[src/rtl/task_8_pkg.sv]
// task_8_pkg: shared definitions for the task 8 input-side buffer.
//   task_input_enum   : receive/replay state machine encoding
//   NUM_WORDS_DEFAULT : default maximum stored payload bytes per packet
//   SIZE_W            : width of byte counters and the packet size status
package task_8_pkg;

    localparam int SIZE_W            = 12;
    localparam int NUM_WORDS_DEFAULT = 81;

    typedef enum logic [1:0] {
        s_IDLE    = 2'd0,
        s_RECEIVE = 2'd1,
        s_DRAIN   = 2'd2,
        s_SEND    = 2'd3
    } task_input_enum;

endpackage

[src/rtl/task_8_sync_fifo.sv]
// task_8_sync_fifo: single-clock first-word-fall-through FIFO.
//   i_clk, i_rst : clock, synchronous active-high flush
//   wr_en, din   : push din when not full
//   rd_en        : pop the head when not empty
//   dout         : current head (zero while empty)
//   empty, full  : occupancy flags
module task_8_sync_fifo #(
    parameter int WIDTH = 8,
    parameter int DEPTH = 128
) (
    input  logic             i_clk,
    input  logic             i_rst,
    input  logic             wr_en,
    input  logic [WIDTH-1:0] din,
    input  logic             rd_en,
    output logic [WIDTH-1:0] dout,
    output logic             empty,
    output logic             full
);

    localparam int AW = $clog2(DEPTH);

    logic [WIDTH-1:0] r_mem [DEPTH];
    // One extra pointer bit distinguishes full from empty when addresses match.
    logic [AW:0]      r_wr_ptr;
    logic [AW:0]      r_rd_ptr;

    always_ff @(posedge i_clk) begin
        if (wr_en && !full) begin
            r_mem[r_wr_ptr[AW-1:0]] <= din;
        end
    end

    always_ff @(posedge i_clk) begin
        if (i_rst) begin
            r_wr_ptr <= '0;
            r_rd_ptr <= '0;
        end else begin
            if (wr_en && !full) begin
                r_wr_ptr <= r_wr_ptr + (AW+1)'(1);
            end
            if (rd_en && !empty) begin
                r_rd_ptr <= r_rd_ptr + (AW+1)'(1);
            end
        end
    end

    assign empty = (r_wr_ptr == r_rd_ptr);
    assign full  = (r_wr_ptr[AW] != r_rd_ptr[AW]) &&
                   (r_wr_ptr[AW-1:0] == r_rd_ptr[AW-1:0]);
    assign dout  = empty ? '0 : r_mem[r_rd_ptr[AW-1:0]];

endmodule

[src/rtl/task_8_in.sv]
// task_8_in: input-side buffer for task 8. Collects one request packet from
// the task manager, stores at most NUM_WORDS bytes (excess dropped and
// flagged), then replays the stored bytes to the core with a last marker.
//   i_clk, i_rst                         : clock, synchronous active-high reset
//   i_tmanager_data/_valid/_last         : request byte stream from manager
//   o_tmanager_ready                     : manager byte accepted this cycle
//   i_core_ready                         : core consumes o_data this cycle
//   o_data, o_data_valid, o_input_last   : replay stream to core
//   o_busy, o_overflow                   : packet in progress / bytes dropped
//   o_packet_size_in_bytes               : stored byte count while replaying
// Handshake: a byte moves on either side exactly in a cycle where its valid
// and ready are both high at the rising edge; valid never waits on ready.
module task_8_in
    import task_8_pkg::*;
#(
    parameter int DATA_WIDTH = 8,
    parameter int NUM_WORDS  = NUM_WORDS_DEFAULT,
    parameter int FIFO_DEPTH = 128
) (
    input  logic                  i_clk,
    input  logic                  i_rst,
    input  logic [DATA_WIDTH-1:0] i_tmanager_data,
    input  logic                  i_tmanager_valid,
    input  logic                  i_tmanager_last,
    output logic                  o_tmanager_ready,
    input  logic                  i_core_ready,
    output logic [DATA_WIDTH-1:0] o_data,
    output logic                  o_data_valid,
    output logic                  o_input_last,
    output logic                  o_busy,
    output logic                  o_overflow,
    output logic [SIZE_W-1:0]     o_packet_size_in_bytes
);

    localparam logic [SIZE_W-1:0] c_num_words = SIZE_W'(NUM_WORDS);

    task_input_enum        r_state;
    task_input_enum        w_state_next;
    logic [SIZE_W-1:0]     r_wr_count;
    logic [SIZE_W-1:0]     r_rd_count;
    logic                  r_overflow;

    logic                  w_accept;
    logic                  w_wr_en;
    logic                  w_drop;
    logic                  w_pop;
    logic                  w_head_is_last;
    logic                  w_fifo_valid;
    logic                  w_empty;
    logic                  w_full;
    logic [DATA_WIDTH-1:0] w_dout;

    assign o_tmanager_ready = (r_state != s_SEND) && !i_rst;
    assign w_accept         = i_tmanager_valid && o_tmanager_ready;
    assign w_fifo_valid     = (r_state == s_SEND) && !w_empty;
    // Head is the final stored byte when exactly one stored byte is unread.
    assign w_head_is_last   = (r_rd_count == r_wr_count - SIZE_W'(1));

    always_comb begin
        w_state_next = r_state;
        w_wr_en      = 1'b0;
        w_drop       = 1'b0;
        w_pop        = 1'b0;
        case (r_state)
            s_IDLE: begin
                if (w_accept) begin
                    w_wr_en = 1'b1;
                    if (i_tmanager_last)          w_state_next = s_SEND;
                    else if (c_num_words == 1)    w_state_next = s_DRAIN;
                    else                          w_state_next = s_RECEIVE;
                end
            end
            s_RECEIVE: begin
                if (w_accept) begin
                    w_wr_en = (r_wr_count != c_num_words);
                    if (i_tmanager_last) begin
                        w_state_next = s_SEND;
                    end else if (r_wr_count + SIZE_W'(1) == c_num_words) begin
                        w_state_next = s_DRAIN;
                    end
                end
            end
            s_DRAIN: begin
                if (w_accept) begin
                    w_drop = 1'b1;
                    if (i_tmanager_last) w_state_next = s_SEND;
                end
            end
            s_SEND: begin
                w_pop = w_fifo_valid && i_core_ready;
                if (w_pop && w_head_is_last) w_state_next = s_IDLE;
            end
            default: w_state_next = s_IDLE;
        endcase
    end

    always_ff @(posedge i_clk) begin
        if (i_rst) begin
            r_state    <= s_IDLE;
            r_wr_count <= '0;
            r_rd_count <= '0;
            r_overflow <= 1'b0;
        end else begin
            r_state <= w_state_next;
            if (w_wr_en) begin
                r_wr_count <= r_wr_count + SIZE_W'(1);
            end
            if (w_drop) begin
                r_overflow <= 1'b1;
            end
            if (w_pop) begin
                if (w_head_is_last) begin
                    r_wr_count <= '0;
                    r_rd_count <= '0;
                    r_overflow <= 1'b0;
                end else begin
                    r_rd_count <= r_rd_count + SIZE_W'(1);
                end
            end
        end
    end

    task_8_sync_fifo #(
        .WIDTH (DATA_WIDTH),
        .DEPTH (FIFO_DEPTH)
    ) u_fifo (
        .i_clk (i_clk),
        .i_rst (i_rst),
        .wr_en (w_wr_en && !w_full),
        .din   (i_tmanager_data),
        .rd_en (w_pop),
        .dout  (w_dout),
        .empty (w_empty),
        .full  (w_full)
    );

    assign o_data                 = w_dout;
    assign o_data_valid           = w_fifo_valid;
    assign o_input_last           = w_fifo_valid && w_head_is_last;
    assign o_busy                 = (r_state != s_IDLE);
    assign o_overflow             = r_overflow;
    assign o_packet_size_in_bytes = (r_state == s_SEND) ? r_wr_count : '0;

endmodule

[config.mk]
export PLATFORM = sky130hd
export DESIGN_NAME = task_8_in
export DESIGN_NICKNAME = d
export VERILOG_FILES = /design/src/rtl/task_8_pkg.sv /design/src/rtl/task_8_sync_fifo.sv /design/src/rtl/task_8_in.sv
export SDC_FILE = /design/constraint.sdc
export NUM_CORES = 1
export LEC_CHECK = 0
export ABC_CLOCK_PERIOD_IN_PS = 3150
export CORE_MARGIN = 5
export CORE_UTILIZATION = 45
export CTS_BUF_LIST = sky130_fd_sc_hd__clkbuf_8 sky130_fd_sc_hd__clkbuf_16
export DETAILED_ROUTE_END_ITERATION = 12
export PLACE_DENSITY = 0.65
export SETUP_SLACK_MARGIN = 0.5
export SKIP_CTS_REPAIR_TIMING = 1
export SYNTH_ARGS = -nofsm -noshare
export SYNTH_HDL_FRONTEND = slang
export SYNTH_SLANG_ARGS = --single-unit
[constraint.sdc]
create_clock -name i_clk -period 3.15 [get_ports i_clk]
set_clock_uncertainty 0.2 [all_clocks]
set_input_delay 0.315 -clock i_clk [delete_from_list [all_inputs] [get_ports i_clk]]
set_output_delay 0.315 -clock i_clk [all_outputs]
set_load 0.01 [all_outputs]
; Word-level counts from Yosys, hierarchy flattened
; Memory sizes are Yosys's and may differ from the RTL's. A register that Yosys moved wholly into a read port is not among the register bits.
; Index checks and enable logic that the tools add are counted.
[classes]
n_addsub = 5
eq_ne = 16
n_mux = 27
reduce_logical = 16
[ops]
columns = operator, n
row1 = 12-bit two-way mux, 5
row2 = "12-bit by 1-bit adder with 12-bit output, second input constant", 2
row3 = "8-bit by 1-bit adder with 8-bit output, second input constant", 2
row4 = 2-bit two-way mux, 8
row5 = 7-bit two-way mux, 2
row6 = 12-bit == test, 1
row7 = "12-bit by 7-bit == test with 1-bit output, second input constant", 1
row8 = "12-bit by 7-bit inequality test with 1-bit output, second input constant", 1
row9 = "12-bit by 1-bit subtractor with 12-bit output, second input constant", 1
row10 = 1-bit logical AND, 10
row11 = "2-bit inequality test, second input constant", 5
row12 = 1-bit two-way mux, 9
row13 = 8-bit == test, 1
row14 = 8-bit two-way mux, 1
row15 = 2-bit one-hot mux with 4 select lines, 1
row16 = 7-bit == test, 1
row17 = 6-bit AND reduction, 1
row18 = "2-bit == test, second input constant", 2
row19 = 1-bit zero test, 3
row20 = "3-bit inequality test, second input constant", 1
row21 = "2-bit by 1-bit == test with 1-bit output, second input constant", 1
row22 = 2-bit zero test, 1
row23 = "2-bit by 1-bit inequality test with 1-bit output, second input constant", 1
row24 = 1-bit one-hot mux with 2 select lines, 1
row25 = other kinds (2), 2
[totals]
register_bits = 43
ram_bits = 1024
inputBits = 13
out_inout_bits = 25
word_cells = 71
mem_count = 1
[memory_table]
columns = name, depth, width, read_ports, rd_ports_with_merged_regs, write_ports, line_no
row1 = u_fifo.r_mem, 128, 8, 1, 1, 1, task_8_sync_fifo.sv:23  ; logic [WIDTH-1:0] r_mem [DEPTH];

; Depth between registers and ports, before layout
; Gate-level depths: netlist of run 1.
[depth]
word_depth = 9
depth_mapped = 11
mapped_depth_nobuf = 9

; Hierarchy
; A second synthesis of run 1 with hierarchy kept.
[unflattened]
hier_cells = 2323
hier_area_um2 = 42818.6
[by_module_without_submodules]
columns = mod, instances, cells_per_inst, area_per_inst_um2, seq_area_each_um2
row1 = task_8_sync_fifo, 1, 2068, 40789.1, 31209.9
row2 = task_8_in, 1, 255, 2029.4, 540.5

; Worst setup path before layout of run 1
; Ideal clock, no wire load.
[synth_timing]
path_kind = reg-to-reg
start = reg r_state[0]
end = mem u_fifo.r_mem[91][0], enable pin
setup_time_ns = 0.370
arrival_ns = 2.360
required_time_ns = 2.580
setup_slack_ns = 0.219
stages_incl_launch_ff = 10
n_path_buf = 1
period_less_slack_ns = 2.931
path_cell_list = dfxtp_1 ha_1 nor2_1 and2_1 o21a_1 and2_1 nor2b_1 nand2_1 buf_2 nor2_1
[synth_between]
elab_chain_cells = 9
elab_cells_between_ends = 12
cone_classes = 2 x eq/ne / 5 x mux / 5 x reduce/logical
[synth_lines]
columns = item, line_no
row1 = from (decl), task_8_in.sv:37  ; task_input_enum r_state;
row2 = from (signal assigned), task_8_in.sv:99  ; r_state <= s_IDLE;
row3 = from (signal assigned), task_8_in.sv:104  ; r_state <= w_state_next;
row4 = 2-bit inequality test *, task_8_in.sv:53  ; assign o_tmanager_ready = (r_state != s_SEND) && !i_rst;
row5 = 1-bit logical AND *, task_8_in.sv:53
row6 = net o_tmanager_ready, task_8_in.sv:25  ; output logic o_tmanager_ready,
row7 = 1-bit logical AND *, task_8_in.sv:54  ; assign w_accept = i_tmanager_valid && o_tmanager_ready;
row8 = "1-bit two-way mux, on equally long branches", "task_8_in.sv:74, task_8_in.sv:66"
row9 = 1-bit one-hot mux with 2 select lines *, task_8_in.sv:64  ; case (r_state)
row10 = 1-bit logical AND *, task_8_in.sv:129  ; .wr_en (w_wr_en && !w_full),
row11 = 1-bit logical AND *, task_8_sync_fifo.sv:29  ; if (wr_en && !full) begin
row12 = 1-bit two-way mux *, task_8_sync_fifo.sv:29
row13 = 1-bit two-way mux (not written as such) *, task_8_sync_fifo.sv:30  ; r_mem[r_wr_ptr[AW-1:0]] <= din;
row14 = to (decl), task_8_sync_fifo.sv:23
; The timed path passes the listed nets; every way through them passes the cells marked *.

==> results.ini, run 1 <==
[outcome]
status=finished with violations
violations=negative setup slack

[floorplan]
num_rows=112
dieArea_um2=100800
core_area_um2=93610
pin_count=38
initial_utilization_pct=45.43
fp.dieH_um=317.4
die_width_um=317.4

[worst_setup_path]
worstPathArrival_ps=3560
path_class=register to output port
r2r-end=u_fifo.r_mem[119][7]
crit_chain=buf_16, buf_12, buf_12, buf_4, mux4_2, mux4_2, mux2i_2, o22ai_1, or2_1, buf_2
end_kind=output port
reg2reg_depth=4
r2r_setup_slack_ps=130
crit_path_start_kind=register
crit_path_max_incr_delay_ps=520
worstPathMaxFanout=7
worstReg2RegStart=u_fifo.r_wr_ptr[4]
cp_slowest_cell=mux4_2
critPathTopFamily=multiplexers
cp.required_ps=2630
path_buf_inv=5

[yosys]
yosysMostFrequentCell=edfxtp_1
synthAdderAreaFrac_pct=0.3236
syn_nets=2046
synth_area_um2=42530
synth_flop_cell=edfxtp_1
ys_ff_latch=1074
yosys-top-cells-area=edfxtp_1 (72%), mux4_2 (17%), dfxtp_1 (2.4%)
synth-edff-count=1024
synth_top_family_by_area=multiplexers
synth_warnings=0
yosys.area_share.simple_pct=3.763
synthCells=2022
syn_avg_cell_area_um2=21.03
yosysUniqueCellTypes=57
muxShareOfSynthArea_pct=17.79
synth_top_cell_area_share_pct=72.30
synth_top_area_cell=edfxtp_1
synth-compound-area-share_pct=0.9944
synth-seq-area-share_pct=74.65
synth-xor-area-share_pct=1.174
async_flop_share_pct=0
synth_common_cells=edfxtp_1 (1024), mux4_2 (320), nor2_1 (184), dfxtp_1 (50), clkbuf_1 (48)

[sta]
maxSlewViolCount=0
min_period_over_period_pct=129.2
min_period_ps=4071
setup_viol=9
fmax_mhz=245.7
tns_ps=-7049
slew_headroom_pct=42.70
rsz0062_at_grt=true
worstMarginPinSlew_ps=856.3
setup_ws_ps=-920.6
final_hold_viol_count=0

[layout]
final_util_pct=55.91
instances_no_fill=3732
layout-drive-gt1-share_pct=41.00
syn_to_final_growth_pct=23.06
n_fill_cell=6959
fin_nets=2414
diodes=0

[routing]
dr.pass1.iters=5
drt_wl_total_um=101800
drcViolationCount=0
drt_first_iter_violations=2343
wire_per_inst_um=27.28
viasPerCell=5.739
num_vias=21419
ant_nets=0

[clock_tree]
cts_tree=done
numCtsBuffers=108
clk_pin_slew_worst_paths_ps=60
cts_sinks=1074
cts_buffer_depth=3
htree_levels=3
insertion_delay_ps=690
clockRootBuffer=clkbuf_16

[power]
clkPwrFrac_pct=41.7
p_sw_w=0.006132
leakage_nw=16.32
power_density_nw_per_um2=555.2
p_sw_share_pct=21.10
peakVddDrop_uv=466.2
power_frac_seq_pct=54.0
power_frac_comb_pct=4.3
internal_power_w=0.02292

[place]
post-place-cells=3402
port_buffers=37
gp_congestion=0.8372
dp_hpwl_um=62300

[flow_run]
cap_violations=0

[hold_path]
whs_endpoint=u_fifo.r_mem[94][1]
hold_depth=1
hold_start=i_tmanager_data[1]
hold_path_class=primary input to register

[grt]
grt_pass1_wl_um=145200
grt.overflow.total=0
first_global_vias=21449
grtUsageTotal_pct=19.17
grt_max_degree=73
grt_antenna_before_repair=2

[power by group through the flow]
stage          combinational [W]  clock (W)  sequential, W
5_1_grt                  0.00133     0.0130         0.0157
4_1_cts                  0.00109     0.0123         0.0157
3_5_place_dp             0.00109          0         0.0160
3_3_place_gp             0.00105          0         0.0160
6_report                 0.00124     0.0121         0.0157
2_1_floorplan           0.000513          0         0.0160
[state kept, by name, summed over array words and instances (netlist names), named ones only]
| name | count |
|---|---|
| u_fifo.r_mem | 1024 |
| r_rd_count | 12 |
| r_wr_count | 12 |
| u_fifo.r_rd_ptr | 8 |
| u_fifo.r_wr_ptr | 8 |
| r_state | 2 |
| o_overflow | 1 |
[layout by cell type, fill, tap and decap left out, drive strengths merged, types with 4 or more instances in the layout]
cell,Yosys,layout
ha,11,11
and3,11,11
nor4,5,5
a21oi,10,10
nor3,9,9
nand2,45,45
dfxtp,50,50
clkinvlp,0,4
buf,61,326
o21ai,9,9
clkbuf,48,128
nor2,184,184
o22ai,20,20
inv,8,27
xor2,30,30
nor2b,11,11
nand3,15,15
and2,22,22
or2,8,8
bufinv,0,4
mux2i,36,36
edfxtp,1024,1024
nand4,17,17
clkinv,0,58
xnor2,27,27
clkdlybuf4s50,0,19
mux4,320,320
[worst max-delay path by stage]
stage | depth (start not counted) | startpoint | slack (ps) | end
3_5_place_dp | 8 | register | -590 | o_data[7]
5_1_grt | 10 | register | -1020 | o_data[3]
4_1_cts | 8 | register | -1340 | o_data[7]
3_3_place_gp | 8 | register | -570 | o_data[1]
2_1_floorplan | 8 | r_state[0] | 440 | u_fifo.r_mem[32][0]
6_report | 10 | register | -920 | o_data[3]
[cells by family (layout without fill, tap and decap cells)]
family	Yosys count	count (layout)
AND/OR/NAND/NOR	344	344
buffers and inverters	117	572
flip-flops	1074	1074
XOR/XNOR	57	57
AO/OA/AOI/OAI	63	64
adder cells (fa/ha/maj)	11	11
multiplexers	356	356
[cell type report]
type                       count  area, um^2  share of cell area (%)
sequential                  1074       31780                   60.72
multi-input combinational    832       11420                   21.83
tap                         1254        1569                   2.998
clock buffer                 113        2794                   5.338
clock inverter                85       576.8                   1.102
inverter                       8       30.03                 0.05738
timing repair buffer         366        4164                   7.956
[per-layer routing]
layer  track usage [%]  share of wire (%)
met5                 0                  0
met4             5.397                2.3
met3             2.981                6.2
met2             31.31                 50
met1             27.30                 41
[per-stage QoR]
stage	hold WS, ps	setup slack (ps)	cell area, um^2	total power (W)
5_1_grt	10.70	-1019	52340	0.03001
4_1_cts	-182.9	-1340	49870	0.02909
3_5_place_dp	284.6	-588.1	46490	0.01708
3_3_place_gp	268.9	-571.8	46490	0.01704
6_report	1.986	-920.6	52340	0.02906
2_1_floorplan	213.9	438.1	43370	0.01651
Note: power is estimated with default switching activity, not from simulation.
==> run 2: changes to the inputs <==
--- a/config.mk
+++ b/config.mk
@@ -10,6 +10,7 @@
 export CORE_UTILIZATION = 45
 export CTS_BUF_LIST = sky130_fd_sc_hd__clkbuf_8 sky130_fd_sc_hd__clkbuf_16
 export DETAILED_ROUTE_END_ITERATION = 12
+export GPL_ROUTABILITY_DRIVEN = 0
 export PLACE_DENSITY = 0.65
 export SETUP_SLACK_MARGIN = 0.5
 export SKIP_CTS_REPAIR_TIMING = 1
==> results of run 2 <==
The final DEF is identical to that of run 1; final timing and power are the same.
==> run 3: changes to the inputs <==
--- a/config.mk
+++ b/config.mk
@@ -11,7 +11,7 @@
 export CTS_BUF_LIST = sky130_fd_sc_hd__clkbuf_8 sky130_fd_sc_hd__clkbuf_16
 export DETAILED_ROUTE_END_ITERATION = 12
 export GPL_ROUTABILITY_DRIVEN = 0
-export PLACE_DENSITY = 0.65
+export PLACE_DENSITY = 0.69
 export SETUP_SLACK_MARGIN = 0.5
 export SKIP_CTS_REPAIR_TIMING = 1
 export SYNTH_ARGS = -nofsm -noshare
==> run 3 against run 2 <==
- the run ends with negative hold slack, negative setup slack left
- sequential cell count unchanged
- register-to-register slack improved by 200 ps
- clock power about the same
- utilization about the same
- worst setup slack better by 11 ps
- sequential share of layout area about the same
- wire length decreased by 2.3%
- critical path type unchanged
- critical endpoint is now o_data[7]
- largest cell class unchanged
- largest power group unchanged
- highest routed layer unchanged
==> results.ini, run 3 (synthesis results as in run 1) <==
[outcome]
violations=negative hold slack, negative setup slack
status=finished with violations

[sta]
setup_ws_ps=-909.8
rsz0062_at_grt=true
slew_headroom_pct=36.01
maxSlewViolCount=0
timing.hold.ws_ps=-2.160
final_hold_viol_count=1
fmax_mhz=246.3
tns_ps=-6585
worstMarginPinSlew_ps=957.2
min_period_ps=4060
setup_viol=9
min_period_over_period_pct=128.9

[layout]
largest_register_ffs=1024
final_common_cell=edfxtp_1
final_cell_mix=edfxtp_1 (1024), mux4_2 (320), buf_4 (176), clkbuf_16 (117), nor2_4 (114)
layout-drive-gt1-share_pct=39.81
instances_no_fill=3703
stdcell_area_um2=52360
syn_to_final_growth_pct=23.12
fin_nets=2387
diodes=0

[place]
dp_hpwl_um=61430
port_buffers=37
post-place-cells=3396
placed_area_um2=46490

[hold_path]
hold_path_class=primary input to register

[floorplan]
die_width_um=317.4
core_area_um2=93610
num_rows=112
dieArea_um2=100800
pin_count=38
initial_utilization_pct=45.43
fp.dieH_um=317.4

[routing]
num_vias=21600
dr.pass1.iters=5
wire_per_inst_um=26.87
drt_wl_total_um=99510
ant_nets=0
drcViolationCount=0
viasPerCell=5.833
drt_first_iter_violations=2595

[worst_setup_path]
worstPathArrival_ps=3540
path_class=register to output port
crit_top_cell=buf_12
crit_chain=buf_12, buf_12, buf_12, mux4_2, mux4_2, mux2i_1, o22ai_2, or2_4, dlymetal6s2s_1
end_kind=output port
cp.required_ps=2630
crit_path_start_kind=register
cp_slowest_cell=mux4_2
crit_path_max_incr_delay_ps=550
worstPathMaxFanout=12

[clock_tree]
cts_sinks=1074
clockRootBuffer=clkbuf_16
cts_tree=done
htree_levels=3
clk_pin_slew_worst_paths_ps=60
numCtsBuffers=108
cts_buffer_depth=3
insertion_delay_ps=670

[grt]
grt_pass1_wl_um=143600
grt.overflow.total=0
grtUsageTotal_pct=18.81
first_global_vias=21543
grt_antenna_before_repair=0
grt_max_degree=93

[power]
peakVddDrop_uv=451.6
power_density_nw_per_um2=561.2
leakage_nw=16.29
power.total_w=0.02939

[flow_run]
cap_violations=0

run 3: cell types whose count changed in the layout (fill, tap and decap cells not counted), moves of 7 or more:
cell / previous run / this run
clkinv_2: 29 / 17
or2_4: 0 / 8
nor2_4: 104 / 114
clkdlybuf4s50_1: 19 / 12
buf_12: 73 / 94
clkinv_1: 23 / 31
or2_1: 8 / 0
buf_4: 218 / 176
nor2_2: 19 / 10
run 3: per-layer routing:
layer | vias to the layer above | track usage [%] | wire [um]
met3 | 134 | 3.470 | 7720
met5 | - | 0 | 0
met2 | 900 | 30.99 | 50040
met4 | 0 | 4.282 | 1749
li1 | 9067 | - | -
met1 | 11499 | 26.64 | 39990
run 3: metrics by stage:
| step | utilization, % | setup WS [ps] |
|---|---|---|
| after floorplan | - | 438.1 |
| after global placement | 49.66 | -581.0 |
| after detailed placement | 49.66 | -599.4 |
| after CTS | 53.32 | -1331 |
| after global routing | 55.94 | -977.7 |
| final | 55.94 | -909.8 |
run 3: where the power goes:
| part | internal (W) | switching (W) | total [W] |
|---|---|---|---|
| Combinational | 0.000538 | 0.000764 | 0.00130 |
| Sequential | 0.0157 | 0.0000354 | 0.0157 |
| Clock | 0.00710 | 0.00529 | 0.0124 |
| Total | 0.0233 | 0.00609 | 0.0294 |
run 3: worst paths after layout:
kind / cells past startpoint / to / slack (ps) / startpoint
max: 9 / o_data[7] / -910 / register
min: 1 / u_fifo.r_mem[119][1] / -2 / i_tmanager_data[1]
max reg2reg: 12 / u_fifo.r_mem[9][7] / 330 / r_wr_count[1]
min reg2reg: 2 / o_overflow / 290 / o_overflow
run 3: area by class of cell:
type | count | area [um^2]
well taps | 1254 | 1569
repair buffers | 340 | 4120
multi-input cells | 831 | 11430
clock buffers | 111 | 2778
flip-flops and latches | 1074 | 31780
fillers | 6806 | 41250
inverters | 8 | 32.53
clock inverters | 85 | 649.4
run 3: worst max-delay path: cells and delay by family (launching register included):
kind	cells	cell delay (ps)
buffers and inverters	4	680
AOI/OAI and AO/OA	1	150
muxes	3	1310
DFF	1	410
and+or+nand+nor	1	300
